[src/rtl/fetch_issue.sv]
// rtl/fetch_issue.sv - instruction fetch/issue sequencer for the vector core front end
module fetch_issue #(
  parameter int ADDR_W  = 8,
  parameter int INSTR_W = 32,
  parameter int MEM_LAT = 2
) (
  input  logic               clk,
  input  logic               rst,
  input  logic               start,
  output logic [ADDR_W-1:0]  imem_addr,
  input  logic [INSTR_W-1:0] imem_rdata,
  input  logic               stall_in,
  input  logic               jump_taken,
  input  logic [ADDR_W-1:0]  jump_target,
  output logic [4:0]         opcode,
  output logic [INSTR_W-1:0] instr,
  output logic               issue_valid,
  output logic [ADDR_W-1:0]  pc,
  output logic               busy,
  output logic               halted,
  output logic               illegal
);

  typedef enum logic [2:0] {
    IDLE    = 3'd0,
    REQ     = 3'd1,
    FETCH   = 3'd2,
    ISSUE   = 3'd3,
    MEM     = 3'd4,
    RESOLVE = 3'd5,
    HALTED  = 3'd6
  } state_t;

  localparam logic [4:0] OP_CMPJ = 5'd6;
  localparam logic [4:0] OP_LDV  = 5'd12;
  localparam logic [4:0] OP_STV  = 5'd13;
  localparam logic [4:0] OP_HALT = 5'd31;

  localparam logic [3:0]        MEM_LAT_C = 4'(MEM_LAT);
  localparam logic [ADDR_W-1:0] PC_ONE    = ADDR_W'(1);

  state_t            state;
  state_t            state_nxt;
  logic [ADDR_W-1:0] pc_nxt;
  logic [3:0]        mem_cnt;
  logic [4:0]        fetched_op;
  logic [4:0]        held_op;

  assign fetched_op = imem_rdata[INSTR_W-1 -: 5];
  // Control flow follows the raw opcode field, since halt and undefined
  // opcodes are presented to the decoder as 0.
  assign held_op    = instr[INSTR_W-1 -: 5];

  assign issue_valid = (state == ISSUE);
  assign busy        = (state != IDLE) && (state != HALTED);

  function automatic logic op_defined(input logic [4:0] op);
    case (op)
      5'd0, 5'd2, 5'd3, 5'd4, 5'd6, 5'd7, 5'd8, 5'd9,
      5'd10, 5'd12, 5'd13, 5'd31: op_defined = 1'b1;
      default:                    op_defined = 1'b0;
    endcase
  endfunction

  // Next state and next PC; every PC change coincides with entering REQ.
  always_comb begin
    state_nxt = state;
    pc_nxt    = pc;
    case (state)
      IDLE: begin
        if (start) begin
          state_nxt = REQ;
          pc_nxt    = '0;
        end
      end
      REQ:   state_nxt = FETCH;
      FETCH: state_nxt = ISSUE;
      ISSUE: begin
        if (!stall_in) begin
          case (held_op)
            OP_LDV, OP_STV: state_nxt = MEM;
            OP_CMPJ:        state_nxt = RESOLVE;
            OP_HALT:        state_nxt = HALTED;
            default: begin
              state_nxt = REQ;
              pc_nxt    = pc + PC_ONE;
            end
          endcase
        end
      end
      MEM: begin
        if (mem_cnt == 4'd1) begin
          state_nxt = REQ;
          pc_nxt    = pc + PC_ONE;
        end
      end
      RESOLVE: begin
        state_nxt = REQ;
        pc_nxt    = jump_taken ? jump_target : pc + PC_ONE;
      end
      HALTED: begin
        if (start) begin
          state_nxt = REQ;
          pc_nxt    = '0;
        end
      end
      default: state_nxt = IDLE;
    endcase
  end

  // State register.
  always_ff @(posedge clk or posedge rst) begin
    if (rst) state <= IDLE;
    else     state <= state_nxt;
  end

  // PC and fetch address move together so imem_addr equals pc during REQ.
  always_ff @(posedge clk or posedge rst) begin
    if (rst) begin
      pc        <= '0;
      imem_addr <= '0;
    end else begin
      pc        <= pc_nxt;
      imem_addr <= pc_nxt;
    end
  end

  // Capture the fetched word; undefined and halt opcodes reach the decoder as 0.
  always_ff @(posedge clk or posedge rst) begin
    if (rst) begin
      instr   <= '0;
      opcode  <= '0;
      illegal <= 1'b0;
    end else if (state == FETCH) begin
      instr   <= imem_rdata;
      opcode  <= (op_defined(fetched_op) && fetched_op != OP_HALT) ? fetched_op : 5'd0;
      illegal <= !op_defined(fetched_op);
    end else begin
      illegal <= 1'b0;
    end
  end

  // Memory-occupancy countdown for ldv/stv.
  always_ff @(posedge clk or posedge rst) begin
    if (rst) begin
      mem_cnt <= '0;
    end else if (state == ISSUE && state_nxt == MEM) begin
      mem_cnt <= MEM_LAT_C;
    end else if (state == MEM) begin
      mem_cnt <= mem_cnt - 4'd1;
    end
  end

  // Halted flag mirrors residency in HALTED.
  always_ff @(posedge clk or posedge rst) begin
    if (rst) halted <= 1'b0;
    else     halted <= (state_nxt == HALTED);
  end

endmodule
[config.mk]
export PLATFORM = sky130hd
export DESIGN_NAME = fetch_issue
export DESIGN_NICKNAME = d
export VERILOG_FILES = /design/src/rtl/fetch_issue.sv
export SDC_FILE = /design/constraint.sdc
export NUM_CORES = 1
export LEC_CHECK = 0
export CORE_UTILIZATION = 45
export CTS_CLUSTER_SIZE = 14
export DETAILED_ROUTE_END_ITERATION = 12
export PLACE_DENSITY_LB_ADDON = 0.2
export SLEW_MARGIN = 20
export SYNTH_ARGS = -nofsm -noshare
export SYNTH_HDL_FRONTEND = slang
export SYNTH_SLANG_ARGS = --single-unit
[constraint.sdc]
create_clock -name clk -period 4.3 [get_ports clk]
set_clock_uncertainty 0.15 [all_clocks]
set_input_delay 0.645 -clock clk [delete_from_list [all_inputs] [get_ports clk]]
set_output_delay 0.645 -clock clk [all_outputs]
set_load 0.01 [all_outputs]
Yosys cells after proc, flatten, opt, wreduce, memory -nomap -nowiden
Memory sizes are Yosys's and may differ from the RTL's.
Cells that the tools add are included.
- register bits after elaboration: 54
- bits in read-only memories: 64
- output and inout port bits: 57
- memories: 2
- add/sub/neg operators: 2
- equality and inequality tests: 19
- muxes and demuxes: 17
- reduce and logical (&&, ||, !) cells: 12
- memory list (name ; depth ; bits a word ; rd ports ; clocked after memory_dff ; wr ports ; line ; RTL):
    (name not given) ; 32 ; 1 ; 1 ; 0 ; 0 ; 58 ; case (op)
    (name not given) ; 32 ; 1 ; 1 ; 0 ; 0 ; 58 ;
- operator list (kind ; count):
    $mux W8 ; 5
    $pmux W8 S4 ; 1
    $pmux W3 S6 ; 1
    $eq A3 B3 Y1 const B ; 5
    $eq A5 B4 Y1 const B ; 2
    $mux W3 ; 3
    $pmux W3 S3 ; 1
    $add A8 B1 Y8 const B ; 1
    $mux W4 ; 2
    $eq A3 B2 Y1 const B ; 2
    $ne A2 B2 Y1 const B ; 3
    $eq A5 B3 Y1 const B ; 1
    $eq A5 B5 Y1 const B ; 1
    $mux W5 ; 1
    $ne A5 B5 Y1 const B ; 1
    $reduce_and A5 Y1 ; 1
    $eq A4 B1 Y1 const B ; 1
    $reduce_bool A4 Y1 ; 1
    $reduce_or A2 Y1 ; 2
    $reduce_or A4 Y1 ; 1
    $sub A4 B1 Y4 const B ; 1
    $eq A3 B1 Y1 const B ; 1
    $logic_and A1 B1 Y1 ; 3
    $logic_not A3 Y1 ; 1
    other kinds (6) ; 8

Longest topological paths before layout
Gate-level depths: netlist of run 1.
- depth after elaboration: 8
- depth in mapped cells: 7

Worst setup path before layout of run 1
Ideal clock, no wire load.
- kind: in2reg
- from: input port stall_in
- to: register pc[0]
- arrival: 1.837 ns
- data required time: 4.025 ns
- slack: 2.188 ns
- cell stages on the path: 6
- path buffers: 1
- cells stage by stage: and4bb_1 o21a_1 a211oi_2 nand2b_2 buf_6 mux2_4
- longest elaborated chain between the ends: 2
- ends and longest elaborated chain (what ; line ; RTL):
    start, declared ; 12 ; input logic stall_in,
    $ne A2 B2 Y1 (no source line) ; - ;
    $reduce_and A5 Y1 (no source line) ; - ;
    end signal, assigned ; 123 ; pc <= pc_nxt;
    end, declared ; 18 ; output logic [ADDR_W-1:0] pc,
No other way between the ends.
A chain may end at the register's enable or synchronous reset.

Worst setup path after layout of run 1
- from: register state[1]
- to: output port busy
- longest elaborated chain between the ends: 2
- elaborated cells on any way between the ends: 3
- those cells by class: eq/ne (1); reduce/logical (2)
- ends and longest elaborated chain (what ; line ; RTL):
    start, declared ; 42 ; state_t state;
    start signal, assigned ; 114 ; else state <= state_nxt;
    $ne A3 B3 Y1 or $reduce_bool A3 Y1 (tied branches) ; 55 ; assign busy = (state != IDLE) && (state != HALTED);
    $logic_and A1 B1 Y1 (*) ; 55 ;
    end, declared ; 19 ; output logic busy,
Every way passes the cells marked *; elsewhere a longest branch is shown, timed or not.

==> results of run 1 <==
[power groups by stage]
stage	logic [W]	registers [W]	clock network (W)
after floorplan	0.000588	0.00100	0
after global placement	0.00122	0.000940	0
after detailed placement	0.00125	0.000946	0
after CTS	0.00125	0.000943	0.000282
after global routing	0.00136	0.000982	0.000300
final	0.00124	0.000944	0.000269
[synthesized netlist by cell type (all sizes together)]
cell type,n
nand2b,3
ha,3
nor4b,1
xor2,2
inv,5
o221a,1
nor3b,6
nor4,1
and4bb,1
a21o,1
o31ai,6
nand3,6
a21oi,8
dfrtp,54
clkbuf,7
buf,15
and3,4
nor2b,5
xnor2,2
nand4b,1
o21ai,18
a31oi,1
a211oi,1
o21a,2
and2b,2
a211o,1
a22o,4
nand2,103
nor3,5
or2,2
nand3b,1
nor2,8
and2,3
o211ai,1
or3b,1
a21boi,1
a41oi,1
mux2,2
[logic make-up (layout without fill, tap and decap cells)]
group                      after synthesis  in the layout
adders and majority gates                3              3
buffers and inverters                   27            116
AOI/OAI and AO/OA                       46             46
xor gates and xnor gates                 4              4
DFF                                     54             54
and+or+nand+nor                        153            153
muxes                                    2              2
[metal layers]
| layer | GRT usage | vias up | share of wire |
|---|---|---|---|
| li1 | - | 1126 | - |
| met1 | 0.2626 | 1043 | 0.46 |
| met2 | 0.3363 | 76 | 0.46 |
| met3 | 0.05059 | 10 | 0.063 |
| met4 | 0.08491 | 0 | 0.020 |
| met5 | 0 | - | 0 |
[registers in the layout, summed over array words and instances (netlist names)]
signal	cells
illegal	1
opcode	5
pc	8
halted	1
state	3
instr	32
mem_cnt	4
[critical path: cells and delay by family (launching register included)]
kind	cells	cell delay (ns)
and+or+nand+nor	2	0.59
DFF	1	0.49
buffers and inverters	2	0.57
[final cells by class]
cell class | count | area (um2) | share of cell area
Sequential cell | 54 | 1351 | 0.3676
Multi-Input combinational cell | 208 | 1101 | 0.2995
Timing Repair Buffer | 104 | 1033 | 0.2811
Tap cell | 72 | 90.09 | 0.02451
Clock buffer | 6 | 72.57 | 0.01974
Inverter | 5 | 20.02 | 0.005446
Clock inverter | 1 | 7.507 | 0.002042
[worst max-delay path by stage]
stage	from	to	slack (ns)
after global placement	stall_in	pc[0]$_DFFE_PP0P_	1.56
after detailed placement	stall_in	pc[0]$_DFFE_PP0P_	1.51
after global routing	state[1]$_DFF_PP0_	busy	1.37
after floorplan	rst	halted$_DFF_PP0_	2.19
final	state[1]$_DFF_PP0_	busy	1.55
after CTS	state[1]$_DFF_PP0_	busy	1.55
[stage by stage]
stage	area, um2	worst slack, ns	hold WS (ns)	utilization
floorplan	2589	2.188	0.3320	-
global placement	3590	1.565	0.3063	0.6479
detailed placement	3590	1.513	0.3113	0.6479
CTS	3670	1.554	0.3349	0.6624
global route	3676	1.366	0.3611	0.6635
finish	3676	1.546	0.3264	0.6635
==> summary.txt, run 1 <==
Status
  – Outcome: finished, final reports clean

Floorplan
  – Die Wd: 77.85 um
  – Io pins: 102
  – Die area: 6060 um2
  – Core area: 5540 um2
  – Die Y: 77.85 um
  – Initial Util: 0.4673
  – # rows: 27

Clock network
  – Clk buf depth: 2
  – CTS root buffer: clkbuf_8
  – CTS Hold Buffers Added: 0
  – Cts repair resizes: 0
  – CTS tree: built
  – Post-CTS Repair Setup Buffers: 0
  – CTS sink cnt: 54
  – H-tree levels: 2
  – Cts bufs inserted: 5
  – Clock latency on the worst-skew pair: 0.30 ns
  – Clk slew on worst S/H paths: 0.09 ns

Routing
  – Antenna Nets Post-Route: 0
  – Initial DRC count: 99
  – Pre-Repair DR Iteration Count: 4
  – Post-Route WL: 5.755 mm
  – WL/cell: 12.79 um
  – # DRC: 0
  – Vias per inst: 5.011
  – Vias: 2255

Critical path
  – Worst r2r src: state[0]$_DFF_PP0_
  – CP Cell Sequence: and2b_1, nor3_1, inv_1, clkdlybuf4s50_1
  – Worst EP required: 3.50 ns
  – Critical-path maximum fanout: 12
  – CP Class: flop to output pin
  – Worst R2R Setup Slack: 2.01 ns
  – FF-to-FF path depth: 5
  – CP Capture Type: output pin
  – R2r endpoint: pc[1]$_DFFE_PP0P_
  – CP Launch Type: flop
  – Crit path DAT: 1.96 ns
  – Critical Path Slowest Stage Cell: dfrtp_1
  – Max stage delay on crit path: 0.49 ns

Power
  – Power share of the clock group: 0.110
  – Switching share of power: 0.3725
  – LEAKAGE: 1.652 nW
  – Peak supply drop: 0.3466 mV
  – Power Density: 666.1 nW/um2
  – Seq pwr share: 0.385
  – Total power: 0.002449 W
  – Internal power: 0.001537 W
  – Sw power: 0.0009121 W
  – Comb power frac: 0.505

Synth
  – Synth Area in Compound Gates: 0.1141
  – Syn avg cell area: 8.958 um2
  – Post-synth net total: 337
  – Synthesis Warnings: 0
  – Post-Synth XOR/XNOR Area: 0.01353
  – Post-synth cell types: 45
  – Yosys reg bits: 54
  – Share of the synthesized area in the top cell type: 0.5220
  – Area leader, netlist: dfrtp_1
  – Seq/Total Area, Yosys: 0.5220
  – Post-Syn Instances: 289
  – Simple-gate share of the synthesized area: 0.2687
  – Synthesized area: 2589 um2
  – Synth Area in Adders: 0.01450
  – Area contributors post-synth: dfrtp_1, nand2_1, o21ai_0
  – Mux contribution to synthesized area: 0.01160
  – Main combinational cell family by area after synthesis: simple AND/OR/NAND/NOR gates

Min path
  – Hold Crit Start: instr[23]$_DFFE_PP0P_
  – Hold Crit Class: flop to flop
  – Hold path cells: 2
  – Hold EP: instr[23]$_DFFE_PP0P_

GRT
  – Largest net degree at the start of global routing: 51
  – First-pass GRT wire length: 9.832 mm
  – Vias in the first global route: 2159
  – Gr usage total: 0.2067
  – Remaining Overflow, GRT: 0
  – Initial antenna violation count: 0

Cells and area
  – Area Growth Syn to Fin: 42.00%
  – Fillers: 464
  – Most frequent cells in the layout: nand2_1, clkdlybuf4s50_1, dfrtp_1
  – Commonest non-fill, non-tap cell in the layout: nand2_1
  – # diodes: 0
  – Final std cells w/o fill: 450
  – Number of nets in the layout: 426
  – Share of layout cells above drive strength 1: 0.05026

STA
  – # setup viols final: 0
  – RSZ-0062 raised after global routing: false
  – Worst slew margin: 0.4369
  – Setup TNS: 0 ns
  – Post-route clock period utilization: 0.6405
  – Post-route minimum period: 2.754 ns
  – Final Max Slew Viols: 0
  – Fin. Hold Viols: 0
  – Fmax: 363.1 MHz
  – Slew @ Worst Pin: 0.8437 ns

Placed design
  – Port bufs: 101
  – Routability cong.: 0.7902
  – Post-Place Cells: 443
  – DP HPWL: 4.086 mm

Job
  – Max Cap Viol: 0
Power figures use the tool's default switching activity.
==> inputs of run 2 (changes only) <==
Settings changed: CORE_UTILIZATION 45 to 44.
Clock period 4.3 ns to 2.8 ns, I/O delays scaled along.
==> summary.txt, run 2 (synthesis gave the netlist of run 1 again) <==
STA
  – Fin. Hold Viols: 0 (unchanged)
  – Slew @ Worst Pin: 0.7445 ns (-0.09925 ns)
  – Setup TNS: 0 ns (unchanged)
  – RSZ-0062 raised after global routing: false
  – # setup viols final: 0 (unchanged)
  – Post-route clock period utilization: 0.8849
  – Worst slew margin: 0.5007 (+0.06383)
  – Post-route minimum period: 2.478 ns
  – Fmax: 403.6 MHz
  – Worst setup margin: 0.3224 ns (-1.224 ns)
  – Final Max Slew Viols: 0 (unchanged)

Floorplan
  – Io pins: 102 (unchanged)
  – Die Y: 78.71 um (+1.1%)
  – Initial Util: 0.4644 (-0.002832)
  – # rows: 27 (unchanged)
  – Die area: 6194 um2 (+2.2%)
  – Core area: 5574 um2 (+0.61%)
  – Die Wd: 78.71 um (+1.1%)

Cells and area
  – Number of nets in the layout: 431 (+1.2%)
  – Most flops, register: instr
  – # diodes: 0 (unchanged)
  – Area Growth Syn to Fin: 43.55%
  – Max reg flops: 32 (unchanged)
  – Largest regs: instr x32, pc x8, opcode x5
  – Commonest non-fill, non-tap cell in the layout: nand2_1
  – Most frequent cells in the layout: nand2_1, clkdlybuf4s50_1, dfrtp_1
  – Share of layout cells above drive strength 1: 0.06527 (+0.01501)

Job
  – Max Cap Viol: 0 (unchanged)

Placed design
  – Port bufs: 101 (unchanged)
  – Routability cong.: 0.7870 (-0.40%)
  – DP HPWL: 4.284 mm (+4.8%)
  – Post-Place Worst Slack: 0.2608 ns (-1.252 ns)

GRT
  – Initial antenna violation count: 0 (unchanged)
  – Remaining Overflow, GRT: 0 (unchanged)
  – First-pass GRT wire length: 9.901 mm (+0.70%)
  – Largest net degree at the start of global routing: 23 (-55%)
  – Gr usage total: 0.2027 (-0.003957)
  – Vias in the first global route: 2158 (-0.046%)

Critical path
  – CP Cell Sequence: and2b_1, nor3_1, inv_1, clkdlybuf4s50_1
  – Critical-path maximum fanout: 12 (unchanged)
  – CP Class: flop to output pin
  – Worst R2R Setup Slack: 0.57 ns (-1.44 ns)
  – Worst EP required: 2.23 ns (-1.27 ns)
  – FF-to-FF path depth: 5 (unchanged)
  – Crit path DAT: 1.91 ns (-0.05 ns)
  – Worst r2r src: state[1]$_DFF_PP0_
  – CP Launch Type: flop
  – Critical path origin: state[1]$_DFF_PP0_
  – Critical Path Slowest Stage Cell: dfrtp_1
  – Max stage delay on crit path: 0.48 ns (about the same)
  – R2r endpoint: pc[6]$_DFFE_PP0P_
  – CP Capture Type: output pin

Routing
  – # DRC: 0 (unchanged)
  – Antenna Nets Post-Route: 0 (unchanged)
  – Post-Route WL: 5.784 mm (+0.50%)
  – Vias per inst: 5.048 (+0.74%)
  – Initial DRC count: 124 (+25%)
  – Vias: 2297 (+1.9%)
  – Pre-Repair DR Iteration Count: 6 (+2)
  – WL/cell: 12.71 um (-0.60%)

Clock network
  – Post-CTS Repair Setup Buffers: 0 (unchanged)
  – CTS sink cnt: 54 (unchanged)
  – Clk buf depth: 2 (unchanged)
  – Clock latency on the worst-skew pair: 0.30 ns (about the same)
  – Clk slew on worst S/H paths: 0.09 ns (about the same)
  – CTS Hold Buffers Added: 0 (unchanged)
  – Cts repair resizes: 0 (unchanged)
  – Cts bufs inserted: 5 (unchanged)
  – CTS root buffer: clkbuf_8
  – CTS tree: built
  – H-tree levels: 2 (unchanged)

Power
  – Peak supply drop: 0.5594 mV (+61%)
  – LEAKAGE: 1.676 nW (+1.4%)
  – Total power: 0.003792 W (+55%)
  – Power Density: 1020 nW/um2 (+53%)

Status
  – Outcome: finished, final reports clean

Min path
  – Hold Crit Class: primary input to async pin
[run 2: how the worst max path moves through the flow]
stage	end	slack, ns	depth (start not counted)
floorplan	pc[0]$_DFFE_PP0P_	0.85	6
global placement	pc[6]$_DFFE_PP0P_	0.35	5
detailed placement	pc[6]$_DFFE_PP0P_	0.26	5
CTS	pc[6]$_DFFE_PP0P_	0.24	5
global route	busy	0.15	4
finish	busy	0.32	4
[run 2: area by class of cell]
class,count,area [um2]
timing repair buffer,109,1071
multi-input combinational,208,1101
fill,485,1858
sequential,54,1351
clock inverter,2,15.01
clock buffer,5,68.82
inverter,5,18.77
tap,72,90.09
[run 2: critical path, delay by kind of cell, from the launching register on]
kind,cells,cell delay [ns]
and+or+nand+nor,2,0.58
buffers and inverters,2,0.55
DFF,1,0.48
[run 2: per-layer routing]
| metal | part of all wire | routed length (um) | global-route usage |
|---|---|---|---|
| met5 | 0 | 0 | 0 |
| met1 | 0.44 | 2519 | 0.2662 |
| met4 | 0.017 | 96 | 0.06667 |
| met2 | 0.48 | 2785 | 0.3278 |
| met3 | 0.066 | 383 | 0.05057 |
[run 2: metrics by stage]
stage	utilization	std cells	area, um2	hold WS (ns)
final	0.6667	455	3716	0.2884
after global routing	0.6667	455	3716	0.3160
after CTS	0.6658	455	3711	0.2926
after detailed placement	0.6507	448	3627	0.3111
after global placement	0.6507	448	3627	0.3064
after floorplan	-	289	2589	0.3320
[run 2: report_power, final]
group          internal (W)  leakage (nW)  total [W]  switching (W)
clock              0.000171        0.0362   0.000416       0.000244
sequential          0.00114         0.671    0.00144       0.000308
combinational       0.00108         0.968    0.00193       0.000854
total               0.00239          1.68    0.00379        0.00141
